--- src/rtl/arc4_pkg.sv ---
// Shared types and helpers for the ARC4 state initialiser / key scheduler.
// Holds no logic, so it adds no latency and has no flow control.
package arc4_pkg;

    localparam int KB_W = 8;

    typedef enum logic [2:0] {
        IDLE   = 3'd0,
        INIT   = 3'd1,
        KS_RDI = 3'd2,
        KS_RDJ = 3'd3,
        KS_WRI = 3'd4,
        KS_WRJ = 3'd5
    } state_t;

    // Index width for n entries; never narrower than one bit.
    function automatic int arc4_aw(input int n);
        return (n <= 2) ? 1 : $clog2(n);
    endfunction

endpackage

--- src/rtl/arc4_keybyte_mux.sv ---
// Picks key byte kidx from the latched key, byte 0 in the top bits.
// Purely combinational: zero latency, no flow control.
module arc4_keybyte_mux
    import arc4_pkg::*;
#(
    parameter int KEY_BYTES = 3,
    parameter int KIW       = 2
) (
    input  logic [KB_W*KEY_BYTES-1:0] key,
    input  logic [KIW-1:0]            kidx,
    output logic [KB_W-1:0]           kbyte
);

    always_comb begin
        kbyte = '0;
        for (int b = 0; b < KEY_BYTES; b++) begin
            if (KIW'(b) == kidx) kbyte = key[KB_W*(KEY_BYTES-1-b) +: KB_W];
        end
    end

endmodule

--- src/rtl/arc4_ksa.sv ---
// ARC4 S-array fill (s[i]=i) then optional KSA swap loop over a 1-cycle-latency RAM.
// Busy N cycles (MODE=0) or 5N cycles (MODE=1); en is only honoured while rdy=1.
module arc4_ksa
    import arc4_pkg::*;
#(
    parameter int N         = 256,
    parameter int DW        = 8,
    parameter int KEY_BYTES = 3,
    parameter int MODE      = 1
) (
    input  logic                        clk,
    input  logic                        rst_n,
    input  logic                        en,
    output logic                        rdy,
    input  logic [8*KEY_BYTES-1:0]      key,
    output logic [arc4_aw(N)-1:0]       addr,
    input  logic [DW-1:0]               rddata,
    output logic [DW-1:0]               wrdata,
    output logic                        wren
);

    localparam int AW  = arc4_aw(N);
    localparam int KIW = arc4_aw(KEY_BYTES);
    localparam logic [AW-1:0]  I_LAST = AW'(N - 1);
    localparam logic [KIW-1:0] K_LAST = KIW'(KEY_BYTES - 1);

    state_t                    state_q, state_d;
    logic [AW-1:0]             i_q, i_d;
    logic [AW-1:0]             j_q, j_d;
    logic [KIW-1:0]            kidx_q, kidx_d;
    logic [8*KEY_BYTES-1:0]    key_q, key_d;
    logic [DW-1:0]             si_q, si_d;
    logic [DW-1:0]             sj;
    logic [KB_W-1:0]           kbyte;
    logic [AW-1:0]             j_new;

    arc4_keybyte_mux #(
        .KEY_BYTES (KEY_BYTES),
        .KIW       (KIW)
    ) u_keybyte_mux (
        .key   (key_q),
        .kidx  (kidx_q),
        .kbyte (kbyte)
    );

    // s[j] arrives in KS_WRI and is written back in that same cycle, so it is
    // forwarded straight from the RAM rather than held a cycle.
    assign sj    = rddata;
    assign j_new = j_q + rddata[AW-1:0] + kbyte[AW-1:0];

    always_ff @(posedge clk or negedge rst_n) begin
        if (!rst_n) begin
            state_q <= IDLE;
            i_q     <= '0;
            j_q     <= '0;
            kidx_q  <= '0;
            key_q   <= '0;
            si_q    <= '0;
        end else begin
            state_q <= state_d;
            i_q     <= i_d;
            j_q     <= j_d;
            kidx_q  <= kidx_d;
            key_q   <= key_d;
            si_q    <= si_d;
        end
    end

    always_comb begin
        state_d = state_q;
        i_d     = i_q;
        j_d     = j_q;
        kidx_d  = kidx_q;
        key_d   = key_q;
        si_d    = si_q;
        rdy     = 1'b0;
        addr    = '0;
        wrdata  = '0;
        wren    = 1'b0;
        case (state_q)
            IDLE: begin
                rdy = 1'b1;
                if (en) begin
                    key_d   = key;
                    i_d     = '0;
                    j_d     = '0;
                    kidx_d  = '0;
                    state_d = INIT;
                end
            end
            INIT: begin
                addr   = i_q;
                wrdata = DW'(i_q);
                wren   = 1'b1;
                i_d    = i_q + 1'b1;
                if (i_q == I_LAST) begin
                    i_d     = '0;
                    state_d = (MODE == 0) ? IDLE : KS_RDI;
                end
            end
            KS_RDI: begin
                addr    = i_q;
                state_d = KS_RDJ;
            end
            KS_RDJ: begin
                si_d    = rddata;
                j_d     = j_new;
                addr    = j_new;
                state_d = KS_WRI;
            end
            KS_WRI: begin
                addr    = i_q;
                wrdata  = sj;
                wren    = 1'b1;
                state_d = KS_WRJ;
            end
            KS_WRJ: begin
                // When i==j this rewrites the same cell with si: the swap is a no-op.
                addr    = j_q;
                wrdata  = si_q;
                wren    = 1'b1;
                i_d     = i_q + 1'b1;
                kidx_d  = (kidx_q == K_LAST) ? '0 : kidx_q + 1'b1;
                state_d = (i_q == I_LAST) ? IDLE : KS_RDI;
            end
            default: state_d = IDLE;
        endcase
    end

endmodule
--- config.mk ---
export PLATFORM = sky130hd
export DESIGN_NAME = arc4_ksa
export DESIGN_NICKNAME = d
export VERILOG_FILES = /design/src/rtl/arc4_pkg.sv /design/src/rtl/arc4_keybyte_mux.sv /design/src/rtl/arc4_ksa.sv
export SDC_FILE = /design/constraint.sdc
export NUM_CORES = 1
export LEC_CHECK = 0
export CORE_MARGIN = 2
export CORE_UTILIZATION = 57
export DETAILED_ROUTE_END_ITERATION = 7
export GPL_TIMING_DRIVEN = 0
export PLACE_DENSITY_LB_ADDON = 0.2
export SYNTH_ARGS = -nofsm -noshare
export SYNTH_HDL_FRONTEND = slang
export SYNTH_SLANG_ARGS = --single-unit
--- constraint.sdc ---
create_clock -name clk -period 5.75 [get_ports clk]
set_input_delay 0.8625 -clock clk [delete_from_list [all_inputs] [get_ports clk]]
set_output_delay 0.8625 -clock clk [all_outputs]
set_load 0.01 [all_outputs]
; Word-level counts from Yosys, hierarchy flattened
; Cells that the tools add are included.
; Widths: inputs -> output; s select.
[totals]
regBits = 53
latchBits = 0
ram_bits = 0
romBits = 0
input_bits = 35
out_inout_bits = 18
elab_cells = 51
memories = 0
[classes]
add_sub_neg = 4
multipliers = 0
n_div = 0
n_lt_le_gt_ge = 0
eq_ne = 11
shifts = 0
n_mux = 18
bitwise = 0
n_reduce_logical = 12
[op_table]
columns = op, count
row1 = $pmux 8 s3, 3
row2 = $mux 8, 5
row3 = $pmux 3 s6, 1
row4 = $add 8x8->8, 2
row5 = $pmux 8 s2, 1
row6 = $reduce_and 2->1, 5
row7 = $add 8x1->8 const B, 1
row8 = $eq 8x8->1 const B, 1
row9 = $eq 3x2->1 const B, 2
row10 = $eq 3x3->1 const B, 2
row11 = $mux 2, 3
row12 = $mux 3, 2
row13 = $reduce_or 3->1, 2
row14 = $ne 2x2->1 const B, 2
row15 = $pmux 2 s2, 1
row16 = $reduce_bool 2->1, 2
row17 = $eq 3x1->1 const B, 1
row18 = $logic_not 3->1, 1
row19 = $reduce_bool 3->1, 1
row20 = $add 2x1->2 const B, 1
row21 = $eq 1x2->1 const A, 1
row22 = $eq 2x2->1 const A, 1
row23 = $eq 2x2->1 const B, 1
row24 = $logic_not 2->1, 1
row25 = $mux 1, 2

; Depth between registers and ports, before layout
; Gate-level depths: netlist of run 1.
[logic_depth]
depth_word = 6
mapped_depth = 15
mapped_depth_nobuf = 14

; Cells and area by module
; From an unflattened synthesis of run 1, not the netlist that was laid out.
[hier_totals]
cells_unflattened = 323
area_unflattened_um2 = 3265.6
[by_module_without_submodules]
columns = mod, n_inst, cells_per_inst, area_per_inst_um2
row1 = arc4_ksa, 1, 303, 3067.9
row2 = arc4_keybyte_mux, 1, 20, 197.7

; Least setup slack after synthesis of run 1
; OpenSTA, ideal clock, no wires.
[synth_path]
path_type = register to output
from = register kidx_q[0]
to = output addr[7]
arrival_ns = 2.916
t_required_ns = 4.888
setup_slack_ns = 1.972
path_stages_with_launch = 16
cell_sequence = dfrtp_1 > buf_2 > mux2i_1 > nor2_1 > a21oi_1 > fa_1 > inv_1 > ha_1 > inv_1 > fa_1 > nor2b_1 > o31a_1 > o21a_1 > nor2_1 > xnor2_1 > o21ai_0
[synth_between]
elab_chain_len = 6
elab_cells_between_ends = 8
classes_between = add/sub: 1 / eq/ne: 2 / mux: 4 / reduce/logical: 1
[synth_lines]
columns = element, line_no
row1 = from (decl), arc4_ksa.sv:30  ; logic [KIW-1:0] kidx_q, kidx_d;
row2 = from (signal assigned), arc4_ksa.sv:63  ; kidx_q <= kidx_d;
row3 = $logic_not 2->1, arc4_keybyte_mux.sv:17  ; if (KIW'(b) == kidx) kbyte = key[KB_W*(KEY_BYTES-1-b) +: KB_W];
row4 = $mux 8 (2 in series), arc4_keybyte_mux.sv:17
row5 = $mux 8 *, arc4_keybyte_mux.sv:17
row6 = $add 8x8->8 *, arc4_ksa.sv:49  ; assign j_new = j_q + rddata[AW-1:0] + kbyte[AW-1:0];
row7 = $pmux 8 s3 *, arc4_ksa.sv:80  ; case (state_q)
row8 = to (decl), arc4_ksa.sv:16  ; output logic [arc4_aw(N)-1:0] addr,
; Every way passes the cells marked *; elsewhere a longest branch is shown, timed or not.

; Worst setup path in the final report of run 1
; Ends and elaborated chain as after synthesis.

==> results_dict.tcl, run 1 <==
set metrics [dict create \
    status "finished, final reports clean" \
    whs_path_depth 2 \
    synth_ff_type "dfrtp_1" \
    synthMuxAreaShare_pct 13.5 \
    vias 2675 \
    synth_common_cells "53 x dfrtp_1, 44 x nand2_1, 34 x nor2_1" \
    finalHoldViolCount 0 \
    finalSetupTns_ns 0 \
    io_buffers 52 \
    drc_errors 0 \
    fmax_mhz 201 \
    synth_edf_count 0 \
    synthCells 322 \
    async_reset_ff_share_pct 100 \
    vdd_ir_drop_max_mv 0.168 \
    start_kind "register" \
    die_w_um 77.9 \
    synth_area_um2 3110 \
    layout-drive-gt1-share_pct 11.7 \
    dp.final_hpwl_um 5620 \
    placedCellCount 445 \
    finalCriticalPeriod_ns 4.98 \
    nNetsFinal 432 \
    min_from "si_q[7]$_DFFE_PN0P_" \
    postCtsHoldBufs 0 \
    grt_max_degree 30 \
    cap_violations 0 \
    grt_pass1_vias 2685 \
    cp-end-kind "output port" \
    p_leak_uw 0.00178 \
    fillers 408 \
    die_h_um 77.9 \
    r2r-start "kidx_q[0]$_DFFE_PN0P_" \
    cts_tree "built" \
    synthSimpleGateAreaFrac_pct 13.8 \
    drtIter0Drc 231 \
    synth.most_common_cell "dfrtp_1" \
    cts_buffers 5 \
    ant_nets 0 \
    reg2reg_depth 15 \
    crit_required_ns 4.89 \
    synth_compound_area_share_pct 15.4 \
    cts_resized 0 \
    setup_ws_ns 0.772 \
    syn-num-nets 372 \
    synth-xor-area-share_pct 2.53 \
    final_area_um2 3860 \
    first_pass_iters 8 \
    power.density_nw_per_um2 280 \
    synth_largest_area_cell "dfrtp_1" \
    rows 26 \
    worstHoldPathType "reg2reg" \
    overflow 0 \
    maxSlewHeadroom_pct 47.1 \
    worst_slew_pin_slew_ns 0.791 \
    grt_pass1_wl_um 12900 \
    grt.total_usage_pct 27.2 \
    synth.avg_cell_area_um2 9.67 \
    start_util_pct 59.8 \
    core-area_um2 5200 \
    yosysSeqAreaShare_pct 42.6 \
    n_antenna_cell 0 \
    layout.cells.non_filler 453 \
    place.gp.congestion 0.859 \
    avgViaCountPerCell 5.91 \
    setup_violations 0 \
    rrSetupSlack_ns 2.44 \
    synth_top_family_by_area "compound AO/OA/AOI/OAI gates" \
    worstSkewPairLatency_ns 0.31 \
    worstSetupPathType "reg2out" \
    yosysUniqueCellTypes 39 \
    cts.clk_slew.worst_paths_ns 0.10 \
    yosys.area_share.adder_pct 7.96 \
    synth_top_area_share_pct 42.6 \
    ios 53 \
    antenna_found_initial 0 \
    drv_slew 0 \
    areaGrowthSynthToFinish_pct 23.9 \
    hold-path-endpoint "si_q[7]$_DFFE_PN0P_" \
    min_period_over_period_pct 86.6 \
    die_area_um2 6070 \
    htreeDepth 2 \
    grt_setup_unrepaired "no" \
    cts_sinks 53 \
    cts_root_buffer "clkbuf_8" \
    ys_warn_count 0 \
    arrival_ns 4.12 \
    finish.utilization_pct 74.1 \
    post_cts_buffers 0 \
    drt-total-wl_um 7640 \
    synth_area_leaders "dfrtp_1 43%, mux2_2 8.3%, nand2_1 5.3%" \
    drt-wirelength-per-cell_um 16.9 \
    post-place-ws_ns 0.870 \
    skew_ns 0.00872 \
    path_max_fanout 10 \
    reg2reg_to "j_q[7]$_DFFE_PN0P_" \
    clockBufferDepth 2 \
    place_area_um2 3740 \
    ys_ff_latch 53 \
]
## worst max-delay path by stage
stage	from	endpoint	slack [ns]	cells past startpoint
3_5_place_dp	rddata[1]	addr[7]	0.87	14
3_3_place_gp	rddata[1]	addr[7]	0.91	14
2_1_floorplan	kidx_q[0]$_DFFE_PN0P_	addr[7]	1.97	15
5_1_grt	kidx_q[0]$_DFFE_PN0P_	addr[7]	0.54	16
6_report	kidx_q[0]$_DFFE_PN0P_	addr[7]	0.77	16
4_1_cts	kidx_q[0]$_DFFE_PN0P_	addr[7]	0.80	16
## registers in the layout (all words and copies together), names as in the netlist
register and count:
i_q 8, j_q 8, key_q 24, kidx_q 2, si_q 8, state_q 3
## layout make-up
type,instances,area (um^2),area share [%]
Clock buffer,6,82.6,2.14
Buffer,15,78.8,2.04
Inverter,14,52.6,1.36
Sequential cell,53,1330,34.4
Clock inverter,2,37.5,0.973
Tap cell,70,87.6,2.27
Multi-Input combinational cell,240,1660,42.9
Timing Repair Buffer,53,536,13.9
## metrics by stage
stage | total power (uW) | hold slack, ns
after floorplan | 707 | 0.445
after global placement | 790 | 0.457
after detailed placement | 810 | 0.473
after CTS | 1080 | 0.497
after global routing | 1150 | 0.515
final | 1080 | 0.491
## worst max-delay path, cell delays in order, from the launching register on
cell             delay (ns)
dfrtp_1                0.44
buf_2                  0.33
mux2i_1                0.24
nor2_1                 0.06
a21oi_1                0.16
fa_1                   0.44
inv_1                  0.08
ha_1                   0.18
inv_1                  0.06
fa_1                   0.40
nor2b_1                0.18
o31a_1                 0.17
o21a_1                 0.12
nor2_1                 0.04
xnor2_1                0.12
o21ai_0                0.21
clkdlybuf4s50_1        0.57
## report_power, final
group          total (uW)  leakage, uW  switching (uW)  internal (uW)
logic                 361      0.00106             179            183
clock network         266    0.0000574             124            142
registers             452     0.000657            39.2            413
## layout by cell type, fill, tap and decap left out, types with 3 or more instances in the layout
master / instances
dfrtp_1: 53
clkdlybuf4s50_1: 51
nand2_1: 44
nor2_1: 34
o21ai_0: 33
mux2_2: 23
a21oi_1: 19
mux2i_1: 15
inv_1: 13
fa_1: 8
buf_2: 7
clkbuf_1: 7
a22o_1: 7
ha_1: 7
xnor2_1: 6
clkbuf_8: 6
nor2b_1: 4
a22oi_1: 4
nand3_1: 4
and3_1: 4
xor2_1: 3
## routing by layer
metal	wire length, um	part of all wire, %	track usage, %	up-vias
met3	470	6.2	4.65	20
li1	-	-	-	1235
met2	3880	51	47.2	124
met4	137	1.8	8.42	0
met5	0	0	0	-
met1	3160	41	34.8	1296
## logic make-up (layout without fill, tap and decap cells)
kind of cell / count (synthesis) / after routing
mux: 39 / 39
buf+inv: 29 / 90
xor+xnor: 9 / 9
flops: 53 / 53
fa+ha+maj: 15 / 15
simple gates: 98 / 98
compound gates: 79 / 79
Power figures use the tool's default switching activity.
==> inputs of run 2 (changes only) <==
--- a/config.mk
+++ b/config.mk
@@ -6,10 +6,11 @@
 export NUM_CORES = 1
 export LEC_CHECK = 0
 export CORE_MARGIN = 2
-export CORE_UTILIZATION = 57
+export CORE_UTILIZATION = 48
 export DETAILED_ROUTE_END_ITERATION = 7
 export GPL_TIMING_DRIVEN = 0
 export PLACE_DENSITY_LB_ADDON = 0.2
+export REMOVE_ABC_BUFFERS = 1
 export SYNTH_ARGS = -nofsm -noshare
 export SYNTH_HDL_FRONTEND = slang
 export SYNTH_SLANG_ARGS = --single-unit
==> constraint.sdc (replaced) <==
create_clock -name clk -period 4.5 [get_ports clk]
set_input_delay 0.675 -clock clk [delete_from_list [all_inputs] [get_ports clk]]
set_output_delay 0.675 -clock clk [all_outputs]
set_load 0.01 [all_outputs]
==> run 2 against run 1 <==
  * Setup slack lost 0.57 ns
  * Sequential power up 27%
  * Clock skew decreased by 0.0030 ns
  * Wire length is 5.4% lower
  * Critical path type unchanged
  * Largest cell class unchanged
  * Highest routed layer unchanged
==> results_dict.tcl, run 2 (synthesized netlist as in run 1, its figures left out) <==
set metrics [dict create \
    largest_register_ffs 24 \
    dp.final_hpwl_um 5130 \
    grt_setup_unrepaired "no" \
    htreeDepth 2 \
    post-place-ws_ns -0.0230 \
    final_cell_mix "51 x dfrtp_1, 50 x clkdlybuf4s50_1, 44 x nand2_1" \
    cts.clk_slew.worst_paths_ns 0.09 \
    io_buffers 52 \
    drtIter0Drc 156 \
    regArea_um2 1330 \
    fillers 565 \
    ant_nets 0 \
    ios 53 \
    status "finished, final reports clean" \
    finalSetupTns_ns 0 \
    rows 29 \
    slowest_delay_ns 0.57 \
    crit_required_ns 3.83 \
    path_max_fanout 6 \
    fmax_mhz 233 \
    p_leak_uw 0.00178 \
    n_antenna_cell 0 \
    largest_register "key_q" \
    avgViaCountPerCell 5.53 \
    skew_ns 0.00575 \
    grt.total_usage_pct 21.6 \
    cap_violations 0 \
    grt_pass1_vias 2487 \
    finalCriticalPeriod_ns 4.30 \
    cts_buffers 5 \
    r2r-start "kidx_q[0]$_DFFE_PN0P_" \
    multi_input_area_um2 1670 \
    power.density_nw_per_um2 353 \
    cts_sinks 53 \
    vdd_ir_drop_max_mv 0.222 \
    finalHoldViolCount 0 \
    drc_errors 0 \
    start_util_pct 49.3 \
    setup_ws_ns 0.205 \
    rrSetupSlack_ns 1.52 \
    worst_slew_pin_slew_ns 0.957 \
    worstHoldPathType "in2async" \
    nNetsFinal 425 \
    die_w_um 84.6 \
    cts_root_buffer "clkbuf_8" \
    slowest_stage "clkdlybuf4s50_1" \
    areaGrowthSynthToFinish_pct 24.3 \
    die_h_um 84.6 \
    finalPower_uw 1370 \
    worstPathCellList "nor2_4, nand2_1, o21ai_0, fa_1, ha_1, a21o_1, a21oi_1, o21bai_1, a21oi_1, xor2_1, o21ai_0, clkdlybuf4s50_1" \
    final_common_cell "dfrtp_1" \
    place_area_um2 3680 \
    drt-total-wl_um 7230 \
    grt_max_degree 40 \
    clockBufferDepth 2 \
    cp-end-kind "output port" \
    drv_slew 0 \
    arrival_ns 3.62 \
    start_kind "register" \
    layout-drive-gt1-share_pct 13.0 \
    vias 2506 \
    min_period_over_period_pct 95.4 \
    die_area_um2 7150 \
    antenna_found_initial 0 \
    place.gp.congestion 0.821 \
    grt_pass1_wl_um 12300 \
    final_area_um2 3870 \
    overflow 0 \
    first_pass_iters 4 \
    cts_tree "built" \
    core-area_um2 6310 \
    drt-wirelength-per-cell_um 16.0 \
    worstSetupPathType "reg2out" \
    setup_violations 0 \
    reg2reg_depth 13 \
    maxSlewHeadroom_pct 35.9 \
    reg2reg_to "j_q[7]$_DFFE_PN0P_" \
    worstSkewPairLatency_ns 0.31 \
]
## run 2: changes by cell type in the layout (fill, tap and decap cells not counted), sizes merged
cell	previous run	this run
clkdlybuf4s50	51	50
clkbuf	13	6
dlygate4sd2	0	1
## run 2: how the worst max path moves through the flow
stage	startpoint	endpoint	slack [ns]	cells past startpoint
after floorplan	kidx_q[0]$_DFFE_PN0P_	addr[7]	0.90	14
after global placement	kidx_q[1]$_DFFE_PN0P_	addr[7]	-0.004	15
after detailed placement	kidx_q[1]$_DFFE_PN0P_	addr[7]	-0.02	15
after CTS	rddata[1]	addr[5]	0.1	12
after global routing	kidx_q[0]$_DFFE_PN0P_	addr[5]	0.003	13
final	kidx_q[0]$_DFFE_PN0P_	addr[6]	0.20	12
## run 2: where the power goes
group          internal, uW  switching [uW]  total, uW
registers               527            46.0        573
logic                   235             218        453
clock network           181             161        342
total                   943             425       1370
## run 2: metal layers
metal	GRT usage (%)	wire length (um)	vias up
met5	0	0	-
met4	5.63	84	0
met3	3.83	362	7
met2	35.3	3550	61
met1	30.0	3230	1220
li1	-	-	1218
## run 2: worst max-delay path: cells and delay by family (launching register included)
kind,cells,cell delay (ns)
AOI/OAI and AO/OA,6,0.96
adders and majority gates,2,0.82
buffers and inverters,1,0.57
DFF,1,0.56
and+or+nand+nor,2,0.29
xor gates and xnor gates,1,0.10
## run 2: area by class of cell
cell class | count | share of cell area, %
clock buffer | 6 | 2.13
clock inverter | 2 | 0.970
inverter | 14 | 1.36
multi-input combinational | 240 | 43.1
sequential | 53 | 34.4
tap | 77 | 2.49
timing repair buffer | 61 | 15.5
## run 2: stage by stage
stage                     util (%)  hold WS (ns)  cells
final                         61.3         0.261    453
after detailed placement      58.3         0.467    438
after global placement        57.8         0.457    436
after CTS                     61.0         0.273    451
after floorplan                  -         0.379    307
after global routing          61.3         0.281    453
## run 2: repair_timing
item,4_1_cts,5_1_grt
hold buffers,0,0
hold endpoints to repair,0,0
setup endpoints to repair,5,3
pin swaps,0,1
gates resized for setup,5,3
setup buffers,5,2
==> inputs of run 3 (changes only) <==
--- a/config.mk
+++ b/config.mk
@@ -6,9 +6,9 @@
 export NUM_CORES = 1
 export LEC_CHECK = 0
 export CORE_MARGIN = 2
-export CORE_UTILIZATION = 48
+export CORE_UTILIZATION = 50
+export CTS_BUF_LIST = sky130_fd_sc_hd__clkbuf_4 sky130_fd_sc_hd__clkbuf_8
 export DETAILED_ROUTE_END_ITERATION = 7
-export GPL_TIMING_DRIVEN = 0
 export PLACE_DENSITY_LB_ADDON = 0.2
 export REMOVE_ABC_BUFFERS = 1
 export SYNTH_ARGS = -nofsm -noshare
==> run 3 against run 2 <==
  * Setup slack worse by 0.061 ns
  * Maximum frequency down 1.4%
  * Wire length increased by 0.65%
  * Utilization is 3.8 points higher
  * Via count up 2.0%
  * Power shrank 5.2%
  * First-iteration DRC count is 12% lower
  * Register-to-register slack better by 0.03 ns
  * Sequential power hardly changed
  * Critical path depth is the same
  * Critical path type unchanged
  * Largest cell class unchanged
==> results_dict.tcl, run 3 (synthesized netlist as in run 1, its figures left out) <==
set metrics [dict create \
    antenna_found_initial 0 \
    grt.total_usage_pct 22.3 \
    start_kind "register" \
    top_usage_layer "met2" \
    critical_path.n_buffers_inverters 2 \
    rows 28 \
    worst_slew_pin_slew_ns 0.971 \
    core-area_um2 5960 \
    met3_usage_pct 3.98 \
    first_pass_iters 4 \
    finalCriticalPeriod_ns 4.36 \
    seqPwrFrac_pct 44.3 \
    htreeDepth 2 \
    drv_slew 0 \
    final_cell_mix "52 x dfrtp_1, 50 x clkdlybuf4s50_1, 44 x nand2_1" \
    swShare_pct 32.9 \
    finalSetupTns_ns 0 \
    hold_slack_ns 0.472 \
    worstSetupPathType "reg2out" \
    path_common_cell "a21oi_1" \
    drtIter0Drc 137 \
    grt.met2_usage_pct 36.8 \
    clock_power_share_pct 21.2 \
    grt_max_degree 54 \
    io_buffers 52 \
    path_max_fanout 6 \
    drt-wirelength-per-cell_um 15.8 \
    start_util_pct 52.3 \
    worstSkewPairLatency_ns 0.31 \
    skew_ns 0.00862 \
    areaGrowthSynthToFinish_pct 24.5 \
    setup_ws_ns 0.144 \
    ant_nets 0 \
    finalHoldViolCount 0 \
    placedCellCount 447 \
    layout.cells.non_filler 459 \
    avgViaCountPerCell 5.57 \
    die_w_um 82.9 \
    crit_required_ns 3.83 \
    overflow 0 \
    die_area_um2 6880 \
    cap_violations 0 \
    final_common_cell "dfrtp_1" \
    cts_root_buffer "clkbuf_8" \
    cp-end-kind "output port" \
    die_h_um 82.9 \
    pwr-share-comb_pct 34.5 \
    setup_violations 0 \
    fmax_mhz 230 \
    drt-total-wl_um 7280 \
    slowest_delay_ns 0.60 \
    worstPathCellList "buf_4, mux2i_1, o21ai_1, fa_1, ha_1, a21o_1, a21oi_1, o21bai_1, a21oi_1, xor2_1, o21ai_0, clkdlybuf4s50_1" \
    cts_buffers 5 \
    cts.clk_slew.worst_paths_ns 0.10 \
    clockBufferDepth 2 \
    nNetsFinal 433 \
    ios 53 \
    status "finished, final reports clean" \
    post-place-ws_ns 0.0537 \
    largest_register_ffs 24 \
    dp.final_hpwl_um 5140 \
    grt_pass1_wl_um 12600 \
    largest_register "key_q" \
    drc_errors 0 \
    met1_usage_pct 31.0 \
    worstHoldPathType "in2async" \
    layout-drive-gt1-share_pct 14.3 \
    grt_setup_unrepaired "no" \
    maxSlewHeadroom_pct 35.0 \
    p_switching_uw 427 \
    vias 2555 \
    place.gp.congestion 0.859 \
    grt_pass1_vias 2539 \
    p_leak_uw 0.00181 \
    vdd_ir_drop_max_mv 0.183 \
    min_period_over_period_pct 96.8 \
    p_int_uw 870 \
    cpLargestDelayFamily "compound AO/OA/AOI/OAI gates" \
    fillers 505 \
    arrival_ns 3.68 \
    cts_sinks 53 \
    cts_tree "built" \
    n_antenna_cell 0 \
    power.density_nw_per_um2 334 \
    slowest_stage "clkdlybuf4s50_1" \
]
==> run 3: cell count changes in the layout (fill, tap and decap cells not counted), sizes merged <==
cell          change
dlymetal6s2s      +1
buf               +8
dlygate4sd2       -1
inv               +1
clkbuf            -1
bufinv            -1
clkinv            +1
==> run 3: stage by stage <==
stage | util, % | area [um^2] | total power (uW)
after CTS | 64.4 | 3830 | 1300
final | 65.1 | 3880 | 1300
after global placement | 62.8 | 3740 | 1010
after global routing | 65.1 | 3880 | 1400
after floorplan | - | 3040 | 903
after detailed placement | 62.8 | 3740 | 1030
==> run 3: path summary, 6_finish.rpt <==
check | from | to | slack (ns) | cells past startpoint
hold reg to reg | si_q[0]$_DFFE_PN0P_ | si_q[0]$_DFFE_PN0P_ | 0.49 | 2
min in group clk | si_q[0]$_DFFE_PN0P_ | si_q[0]$_DFFE_PN0P_ | 0.49 | 2
setup reg to reg | kidx_q[0]$_DFFE_PN0P_ | j_q[7]$_DFFE_PN0P_ | 1.55 | 14
setup / recovery | kidx_q[0]$_DFFE_PN0P_ | addr[6] | 0.14 | 12
hold / removal | rst_n | i_q[6]$_DFFE_PN0P_ | 0.47 | 2
max in group asynchronous | rst_n | kidx_q[0]$_DFFE_PN0P_ | 3.55 | 2
==> run 3: repair_timing <==
item                                    4_1_cts  5_1_grt
endpoints found under the setup margin        1        3
hold buffers                                  0        0
buffers inserted                              0        4
gates resized for setup                       1        4
==> run 3: area by class of cell <==
type	instances	area [um^2]	share of cell area, %
Sequential cell	53	1330	34.2
Multi-Input combinational cell	240	1670	43.0
Clock buffer	5	68.8	1.78
Tap cell	75	93.8	2.42
Timing Repair Buffer	69	646	16.7
Clock inverter	3	21.3	0.549
Inverter	14	52.6	1.36
==> run 3: power groups by stage <==
stage	Combinational (uW)	Clock [uW]	Sequential (uW)
4_1_cts	446	284	573
6_report	447	275	574
3_5_place_dp	444	0	582
2_1_floorplan	332	0	571
3_3_place_gp	428	0	580
5_1_grt	512	304	584
==> run 3: metal layers <==
layer | wire (um) | part of all wire, %
met1 | 3270 | 45
met2 | 3530 | 48
met3 | 419 | 5.8
met4 | 56 | 0.77
met5 | 0 | 0
==> run 3: worst register-to-register path, stage by stage (launching register included) <==
cell     delay (ns)
dfrtp_2        0.46
mux2i_1        0.22
nor2_1         0.05
a21oi_1        0.20
fa_1           0.45
inv_1          0.06
ha_1           0.16
inv_1          0.05
fa_1           0.40
nor2b_1        0.17
o31a_1         0.17
o21a_1         0.12
nor2_1         0.05
xnor2_1        0.16
o21ai_0        0.11
